## config.mk

```make
export PLATFORM = sky130hd
export DESIGN_NAME = mux8_rr_arbiter
export DESIGN_NICKNAME = d
export VERILOG_FILES = /design/src/rtl/mux8_arb_pkg.sv /design/src/rtl/mux8_rr_pick.sv /design/src/rtl/mux8_rr_arbiter.sv
export SDC_FILE = /design/constraint.sdc
export NUM_CORES = 1
export LEC_CHECK = 0
export BUFFER_PORTS_ARGS = -buffer_cell sky130_fd_sc_hd__clkbuf_2
export CAP_MARGIN = 10
export CORE_MARGIN = 4
export CORE_UTILIZATION = 53
export DETAILED_ROUTE_END_ITERATION = 8
export GPL_TIMING_DRIVEN = 0
export MAX_ROUTING_LAYER = met4
export PLACE_DENSITY = 0.76
export SLEW_MARGIN = 20
export SYNTH_ARGS = -nofsm -noshare
export SYNTH_HDL_FRONTEND = slang
export SYNTH_HIERARCHICAL = 1
export SYNTH_SLANG_ARGS = --single-unit
```

## constraint.sdc

```tcl
create_clock -name clk -period 3.1 [get_ports clk]
set_input_delay 0.62 -clock clk [delete_from_list [all_inputs] [get_ports clk]]
set_output_delay 0.62 -clock clk [all_outputs]
set_load 0.02 [all_outputs]
```

## src/rtl/mux8_arb_pkg.sv

```systemverilog
// rtl/mux8_arb_pkg.sv - shared state type, sizes and round-robin pick function
package mux8_arb_pkg;

  localparam int NUM_REQ = 8;
  localparam int SEL_W   = 3;

  typedef enum logic [1:0] {
    IDLE  = 2'd0,
    GRANT = 2'd1,
    GAP   = 2'd2
  } arb_state_e;

  // Returns {found, index}: first set bit searching last+1, last+2, ... mod NUM_REQ.
  function automatic logic [SEL_W:0] rr_pick(input logic [NUM_REQ-1:0] req,
                                             input logic [SEL_W-1:0]   last);
    logic [2*NUM_REQ-1:0] dbl;
    logic [NUM_REQ-1:0]   rot;
    logic [SEL_W-1:0]     start;
    logic [SEL_W:0]       res;
    start = last + SEL_W'(1);
    dbl   = {req, req} >> start;
    rot   = dbl[NUM_REQ-1:0];
    res   = '0;
    for (int i = NUM_REQ - 1; i >= 0; i--) begin
      if (rot[i]) res = {1'b1, SEL_W'(i) + start};
    end
    return res;
  endfunction

endpackage

```

## src/rtl/mux8_rr_pick.sv

```systemverilog
// rtl/mux8_rr_pick.sv - combinational rotate / priority-encode / unrotate winner select
module mux8_rr_pick
  import mux8_arb_pkg::*;
(
  input  logic [NUM_REQ-1:0] req,
  input  logic [SEL_W-1:0]   last,
  output logic               found,
  output logic [SEL_W-1:0]   idx
);

  assign {found, idx} = rr_pick(req, last);

endmodule

```

## src/rtl/mux8_rr_arbiter.sv

```systemverilog
// rtl/mux8_rr_arbiter.sv - round-robin owner/select sequencer for an 8:1 mux (option: MUX8_ARB_MASK_EN)
module mux8_rr_arbiter
  import mux8_arb_pkg::*;
#(
  parameter int MAX_HOLD = 16,
  parameter int CNT_W    = 5
) (
  input  logic               clk,
  input  logic               rst_n,
  input  logic [NUM_REQ-1:0] req,
`ifdef MUX8_ARB_MASK_EN
  input  logic [NUM_REQ-1:0] req_mask,
`endif
  output logic [NUM_REQ-1:0] gnt,
  output logic               gnt_valid,
  output logic [SEL_W-1:0]   sel,
  input  logic               mux_f,
  output logic               dout,
  output logic               dout_valid,
  output logic [SEL_W-1:0]   dout_src
);

  localparam logic [CNT_W-1:0] HOLD_LIMIT = CNT_W'(MAX_HOLD);

  arb_state_e         state, state_n;
  logic [NUM_REQ-1:0] eff_req;
  logic [NUM_REQ-1:0] gnt_n;
  logic               gnt_valid_n;
  logic [SEL_W-1:0]   sel_n;
  logic [SEL_W-1:0]   last, last_n;
  logic [CNT_W-1:0]   hold_cnt, hold_n;
  logic               pick_found;
  logic [SEL_W-1:0]   pick_idx;
  logic               release_owner;

`ifdef MUX8_ARB_MASK_EN
  assign eff_req = req & ~req_mask;
`else
  assign eff_req = req;
`endif

  mux8_rr_pick u_pick (
    .req   (eff_req),
    .last  (last),
    .found (pick_found),
    .idx   (pick_idx)
  );

  // sel doubles as the owner index while in GRANT
  assign release_owner = !eff_req[sel] || ((MAX_HOLD != 0) && (hold_cnt == HOLD_LIMIT));

  always_comb begin
    state_n     = state;
    gnt_n       = gnt;
    gnt_valid_n = gnt_valid;
    sel_n       = sel;
    last_n      = last;
    hold_n      = hold_cnt;
    case (state)
      IDLE: begin
        if (pick_found) begin
          state_n     = GRANT;
          gnt_n       = NUM_REQ'(1) << pick_idx;
          gnt_valid_n = 1'b1;
          sel_n       = pick_idx;
          hold_n      = CNT_W'(1);
        end
      end
      GRANT: begin
        if (release_owner) begin
          state_n     = GAP;
          gnt_n       = '0;
          gnt_valid_n = 1'b0;
          last_n      = sel;
          hold_n      = '0;
        end else if (hold_cnt != '1) begin
          hold_n = hold_cnt + CNT_W'(1);
        end
      end
      GAP:     state_n = IDLE;
      default: state_n = IDLE;
    endcase
  end

  always_ff @(posedge clk or negedge rst_n) begin
    if (!rst_n) begin
      state     <= IDLE;
      gnt       <= '0;
      gnt_valid <= 1'b0;
      sel       <= '0;
      last      <= SEL_W'(NUM_REQ - 1);
      hold_cnt  <= '0;
    end else begin
      state     <= state_n;
      gnt       <= gnt_n;
      gnt_valid <= gnt_valid_n;
      sel       <= sel_n;
      last      <= last_n;
      hold_cnt  <= hold_n;
    end
  end

  // Mux output comes back one cycle later, tagged with the select that produced it.
  always_ff @(posedge clk or negedge rst_n) begin
    if (!rst_n) begin
      dout       <= 1'b0;
      dout_valid <= 1'b0;
      dout_src   <= '0;
    end else begin
      dout       <= mux_f;
      dout_valid <= gnt_valid;
      dout_src   <= sel;
    end
  end

endmodule

```

Word level (Yosys, flattened, before mapping)
Index checks and enable logic that the tools add are counted.
{"block": "word_totals", "reg_bits": 27, "input_bits": 11, "out_inout_bits": 17, "wordCells": 59}
{"block": "op_classes", "add_sub_neg": 9, "order_cmp": 1, "eq_ne": 6, "n_shift": 2, "n_mux": 23, "reduce_logical": 9}
{"operator": "4-bit 2-to-1 mux", "count": 8}
{"operator": "8-bit 2-to-1 mux", "count": 2}
{"operator": "8-bit one-hot mux with 2 select lines", "count": 1}
{"operator": "16-bit by 3-bit right shift with 8-bit output", "count": 1}
{"operator": "5-bit 2-to-1 mux", "count": 3}
{"operator": "3-bit adder (first input constant)", "count": 4}
{"operator": "5-bit one-hot mux with 2 select lines", "count": 1}
{"operator": "1-bit by 3-bit left shift with 8-bit output (first input constant)", "count": 1}
{"operator": "2-bit by 3-bit adder with 3-bit output (first input constant)", "count": 2}
{"operator": "2-bit AND reduction", "count": 3}
{"operator": "3-bit AND reduction", "count": 2}
{"operator": "5-bit by 1-bit adder with 5-bit output (second input constant)", "count": 1}
{"operator": "5-bit equality test (second input constant)", "count": 1}
{"operator": "5-bit != test (second input constant)", "count": 1}
{"operator": "3-bit by 4-bit less-than comparator with 1-bit output (second input constant)", "count": 1}
{"operator": "2-bit 2-to-1 mux", "count": 2}
{"operator": "2-bit != test (second input constant)", "count": 2}
{"operator": "2-bit one-hot mux with 2 select lines", "count": 1}
{"operator": "1-bit by 3-bit adder with 3-bit output (first input constant)", "count": 1}
{"operator": "3-bit by 1-bit adder with 3-bit output (second input constant)", "count": 1}
{"operator": "1-bit binary-select mux with 3-bit select", "count": 1}
{"operator": "1-bit 2-to-1 mux", "count": 3}
{"operator": "3-bit != test (second input constant)", "count": 1}
{"operator": "2-bit by 1-bit equality test with 1-bit output (second input constant)", "count": 1}
{"operator": "5 further kinds", "count": 5}

Logic depth before layout (Yosys ltp)
{"block": "logic_depth", "depth_word": 13, "ltp_mapped": 16}

By module
The synthesis kept the hierarchy.
{"mod": "mux8_rr_arbiter", "n_inst": 1, "cells_per_inst": 132, "area_per_inst_um2": 1428.9, "seq_area_each_um2": 679.4}
{"mod": "mux8_rr_pick", "n_inst": 1, "cells_per_inst": 136, "area_per_inst_um2": 993.5, "seq_area_each_um2": 0.0}

Least setup slack after synthesis
OpenSTA, ideal clock, no wires.
{"block": "synth_path", "path_kind": "reg-to-reg", "start": "register last[0]", "end": "register gnt[1]", "setup_time_ns": 0.073, "t_arrival_ns": 3.322, "required_ns": 3.027, "slack_ns": -0.295, "stages_incl_launch_ff": 15, "n_path_buf": 2, "path_cell_list": "dfstp_2 > buf_6 > inv_1 > ha_1 > buf_4 > nor2b_1 > a2111oi_0 > nor4_2 > o31a_1 > or3_1 > a31oi_1 > nand2b_1 > o21ai_0 > o21ai_0 > a21oi_2"}
{"block": "synth_between", "elab_chain_len": 13}
{"item": "from (decl)", "line_no": "mux8_rr_arbiter.sv:30", "rtl": "logic [SEL_W-1:0] last, last_n;"}
{"item": "from (signal assigned)", "line_no": "mux8_rr_arbiter.sv:91", "rtl": "last <= SEL_W'(NUM_REQ - 1);"}
{"item": "from (signal assigned)", "line_no": "mux8_rr_arbiter.sv:98", "rtl": "last <= last_n;"}
{"item": "3-bit by 1-bit adder with 3-bit output (*)", "line_no": "mux8_arb_pkg.sv:20", "rtl": "start = last + SEL_W'(1);"}
{"item": "3-bit adder or 16-bit by 3-bit right shift with 8-bit output (tied branches)", "line_no": "mux8_arb_pkg.sv:25, mux8_arb_pkg.sv:21"}
{"item": "4-bit 2-to-1 mux (7 in a row)", "line_no": "mux8_arb_pkg.sv:25", "rtl": "if (rot[i]) res = {1'b1, SEL_W'(i) + start};"}
{"item": "4-bit 2-to-1 mux (*)", "line_no": "mux8_arb_pkg.sv:25"}
{"item": "net pick_idx[0]", "line_no": "mux8_rr_arbiter.sv:33", "rtl": "logic [SEL_W-1:0] pick_idx;"}
{"item": "1-bit by 3-bit left shift with 8-bit output (*)", "line_no": "mux8_rr_arbiter.sv:63", "rtl": "gnt_n = NUM_REQ'(1) << pick_idx;"}
{"item": "8-bit 2-to-1 mux (*)", "line_no": "mux8_rr_arbiter.sv:61", "rtl": "if (pick_found) begin"}
{"item": "8-bit one-hot mux with 2 select lines (*)", "line_no": "mux8_rr_arbiter.sv:59", "rtl": "case (state)"}
{"item": "to (signal assigned)", "line_no": "mux8_rr_arbiter.sv:95", "rtl": "gnt <= gnt_n;"}
{"item": "to (decl)", "line_no": "mux8_rr_arbiter.sv:14", "rtl": "output logic [NUM_REQ-1:0] gnt,"}
The timed path passes the listed nets; every way through them passes the cells marked *. The select of a mux whose other input is x is not followed.
A chain may end at the register's enable or synchronous reset.

Final worst setup path
{"block": "layout_path", "start": "register last[0]", "end": "register gnt[0]"}
The elaborated chain is that of the path after synthesis.

==> metrics.txt <==
# TYPE chip_impl_metric gauge
chip_impl_metric{name="detailedPlace.worstSlack",unit="ps"} -560
chip_impl_info{name="crit-reg2reg-capture",value="gnt[0]"} 1
chip_impl_metric{name="cts-htree-levels",unit=""} 1
chip_impl_metric{name="synth_compound_gate_area_share",unit=""} 0.302
chip_impl_metric{name="finish.utilization",unit=""} 0.740
chip_impl_metric{name="synth_cell_type_count",unit=""} 58
chip_impl_info{name="cts.root.buffer_cell",value="clkbuf_8"} 1
chip_impl_metric{name="design.portCount",unit=""} 28
chip_impl_metric{name="synth-seq-cells",unit=""} 27
chip_impl_metric{name="synth_edf_count",unit=""} 0
chip_impl_metric{name="drv.max_cap_violation_count",unit=""} 0
chip_impl_info{name="setup_repair_after_global_routing_missed_its_margin",value="true"} 1
chip_impl_metric{name="critical-path-max-stage-delay",unit="ps"} 550
chip_impl_metric{name="port-buffer-count",unit=""} 27
chip_impl_metric{name="post_synth_xor_area_fraction",unit=""} 0.00723
chip_impl_metric{name="rrSetupSlack",unit="ps"} -320
chip_impl_metric{name="layout-area-overhead-vs-synth",unit="%"} 34.0
chip_impl_info{name="crit_path_start",value="last[0]"} 1
chip_impl_metric{name="clk-insertion-delay-late",unit="ps"} 270
chip_impl_metric{name="diodes",unit=""} 0
chip_impl_metric{name="simple_gate_fraction_of_synth_area",unit=""} 0.178
chip_impl_metric{name="holdBufCountCts",unit=""} 0
chip_impl_info{name="cts_tree",value="done"} 1
chip_impl_metric{name="route.detailed.drc",unit=""} 0
chip_impl_info{name="worstSetupStartpointType",value="register"} 1
chip_impl_metric{name="clock_path_buffers",unit=""} 2
chip_impl_metric{name="synth_warnings",unit=""} 6
chip_impl_metric{name="core",unit="µm²"} 4380
chip_impl_metric{name="grt_pass1_vias",unit=""} 2223
chip_impl_info{name="worstReg2RegStart",value="last[0]"} 1
chip_impl_metric{name="timing.final.crit_period",unit="ps"} 3420
chip_impl_metric{name="maxClockFrequency",unit="MHz"} 293
chip_impl_metric{name="fin_crit_sh",unit=""} 1.10
chip_impl_metric{name="dr.first_iter.drc_count",unit=""} 304
chip_impl_metric{name="synth.avg_cell_area",unit="µm²"} 9.04
chip_impl_metric{name="crit_arrival",unit="ps"} 3620
chip_impl_metric{name="die_area",unit="µm²"} 5720
chip_impl_info{name="run_status",value="finished with violations"} 1
chip_impl_metric{name="initial_standard_cell_utilization_of_the_core",unit=""} 0.553
chip_impl_metric{name="drive_gt1_frac",unit=""} 0.445
chip_impl_info{name="critical-path-top-delay-family",value="buffers and inverters"} 1
chip_impl_metric{name="worst_setup_hold_path_clk_slew",unit="ps"} 100
chip_impl_info{name="synth_flop_cell",value="dfrtp_1"} 1
chip_impl_metric{name="grt_pass1_wl",unit="µm"} 11200
chip_impl_info{name="worstSetupEndpointType",value="register"} 1
chip_impl_metric{name="rows",unit=""} 24
chip_impl_metric{name="routedWlPerCell",unit="µm"} 19.3
chip_impl_metric{name="detailedPlacementHpwl",unit="µm"} 4500
chip_impl_metric{name="cts_inserted_buffers",unit=""} 3
chip_impl_metric{name="drt-total-wl",unit="µm"} 7300
chip_impl_metric{name="vias_post_dr",unit=""} 2527
chip_impl_metric{name="first_pass_iteration_count_of_the_detailed_router",unit=""} 4
chip_impl_metric{name="sequential_fraction_of_the_synthesis_area",unit=""} 0.280
chip_impl_metric{name="final.setup.worst_slack",unit="ps"} -316
chip_impl_metric{name="synthArstFlopShare",unit=""} 1.00
chip_impl_metric{name="netlist_area",unit="µm²"} 2420
chip_impl_metric{name="synthCells",unit=""} 268
chip_impl_metric{name="synth_adder_area_share",unit=""} 0.0258
chip_impl_metric{name="routed_via_density",unit=""} 6.69
chip_impl_metric{name="ant_nets",unit=""} 0
chip_impl_metric{name="setup_viol",unit=""} 16
chip_impl_info{name="critical_path.slowest_cell",value="dfstp_2"} 1
chip_impl_metric{name="worst-endpoint-required",unit="ps"} 3310
chip_impl_metric{name="n_fill_cell",unit=""} 287
chip_impl_metric{name="antenna_found_initial",unit=""} 0
chip_impl_metric{name="die_width",unit="µm"} 75.6
chip_impl_metric{name="r2r.worst_path.cells",unit=""} 17
chip_impl_metric{name="slew-limit-headroom",unit=""} 0.545
chip_impl_metric{name="grt.overflow.total",unit=""} 0
chip_impl_metric{name="nets",unit=""} 343
chip_impl_metric{name="critical_path.max_fanout",unit=""} 6
chip_impl_info{name="min_path_type",value="in -> async"} 1
chip_impl_metric{name="globalRouteTotalUtil",unit=""} 0.257
chip_impl_metric{name="tritoncts_num_sinks",unit=""} 27
chip_impl_metric{name="finClkSkew",unit="ps"} 3.63
chip_impl_metric{name="final_max_slew_viol_count",unit=""} 0
chip_impl_info{name="crit_top_cell",value="buf_4"} 1
chip_impl_metric{name="place_congestion",unit=""} 0.906
chip_impl_metric{name="grt_start_max_net_pins",unit=""} 28
chip_impl_metric{name="synthesis.nets",unit=""} 284
chip_impl_metric{name="finalHoldViolations",unit=""} 0
chip_impl_info{name="cp_cell_instances",value="buf_6 -> clkinvlp_4 -> ha_4 -> buf_8 -> buf_6 -> mux4_2 -> buf_4 -> buf_4 -> o31a_1 -> buf_4 -> o31ai_4 -> a31oi_4 -> buf_4 -> buf_6 -> o31ai_2 -> o21ai_1 -> a21oi_2"} 1
chip_impl_metric{name="die_h",unit="µm"} 75.6
chip_impl_info{name="violated_checks",value="negative setup slack"} 1
chip_impl_metric{name="synth_mux_area_frac",unit=""} 0.140
chip_impl_info{name="crit_type",value="reg -> reg"} 1
chip_impl_metric{name="tightest_slew",unit="ps"} 682
chip_impl_metric{name="critical_path.n_buffers_inverters",unit=""} 9
chip_impl_info{name="synth_top_family_by_area",value="compound AO/OA/AOI/OAI gates"} 1
per-stage QoR:
stage | cells | TNS [ps] | hold WS [ps] | instance area, µm²
2_1_floorplan | 268 | -188 | 324 | 2490
3_3_place_gp | 347 | -6790 | 384 | 2690
3_5_place_dp | 347 | -7900 | 384 | 2690
4_1_cts | 366 | -1430 | 392 | 3050
5_1_grt | 378 | -4600 | 416 | 3250
6_report | 378 | -2460 | 369 | 3250
flip-flops by register name, indices dropped and copies added (netlist names):
register,cells
sel,3
last,3
gnt,8
gnt_valid,1
dout_valid,1
dout,1
dout_src,3
state,2
hold_cnt,5
layout by cell type (no fill, tap or decap), types with 7 or more instances in the layout:
master    instances
nor2_1           15
o21ai_1          13
dfrtp_1          24
inv_1             9
mux4_2            7
o21ai_0          10
a21oi_1           9
buf_6            10
nand2_1          16
buf_4            20
a21oi_2           9
clkbuf_2         31
per-layer routing:
metal	routed length [µm]	global-route usage	part of all wire	vias up
met5	0	-	0	-
met2	3360	0.363	0.46	133
met1	3160	0.384	0.43	1233
met3	612	0.0409	0.084	22
li1	-	-	-	1139
met4	167	0.0641	0.023	0
cell families after synthesis:
family	after synthesis
AOI/OAI and AO/OA	97
and+or+nand+nor	80
muxes	23
adders and majority gates	5
DFF	27
buffers and inverters	34
xor gates and xnor gates	2
synth_stat cells (all sizes together), types with 2 or more instances:
library cell  number  area share
o21ai             26       0.058
dfrtp             24        0.25
a21oi             19       0.053
nand2             18       0.028
nor2              17       0.026
buf               12       0.032
clkbuf            11       0.018
inv               11       0.017
mux2               8       0.037
mux2i              8       0.033
a211oi             7       0.022
mux4               7       0.070
nor2b              7       0.018
a31oi              6       0.015
nand3              6       0.012
nor3               6       0.012
o211ai             6       0.019
a2111oi            5       0.018
ha                 5       0.026
nand2b             5       0.016
nor3b              5       0.015
or3                5       0.013
a22oi              3      0.0093
a2bb2oi            3       0.011
dfstp              3       0.033
nor4               3       0.010
o2111ai            3       0.011
o31ai              3      0.0093
a32oi              2      0.0072
and2               2      0.0057
and3               2      0.0052
o21bai             2      0.0077
o31a               2      0.0072
o32ai              2       0.023
cell type report:
type                       count  area, µm²  share of cell area
buffer                        23        155              0.0478
clock buffer                   3       41.3              0.0127
clock inverter                 1       5.00             0.00154
inverter                      11       45.0              0.0139
multi-input combinational    207       1870               0.576
sequential                    27        679               0.209
tap                           52       65.1              0.0200
timing repair buffer          54        384               0.118
worst max path at each step:
stage / to / slack, ps / depth (start not counted)
floorplan: gnt[1] / -40 / 14
global placement: gnt[2] / -530 / 15
detailed placement: gnt[6] / -560 / 15
CTS: gnt[6] / -210 / 15
global route: gnt[4] / -450 / 13
finish: gnt[0] / -320 / 17
repair_timing:
| action | CTS | global route |
|---|---|---|
| pin swaps | 9 | 6 |
| buffers inserted | 14 | 12 |
| cloned | 1 | 0 |
| resized for setup | 43 | 34 |
| hold endpoints to repair | 0 | 0 |
| endpoints found under the setup margin | 18 | 14 |
Power is left out: the tool's default activity adds up to more than one toggle a clock period on the data nets, which glitch-free logic cannot reach.
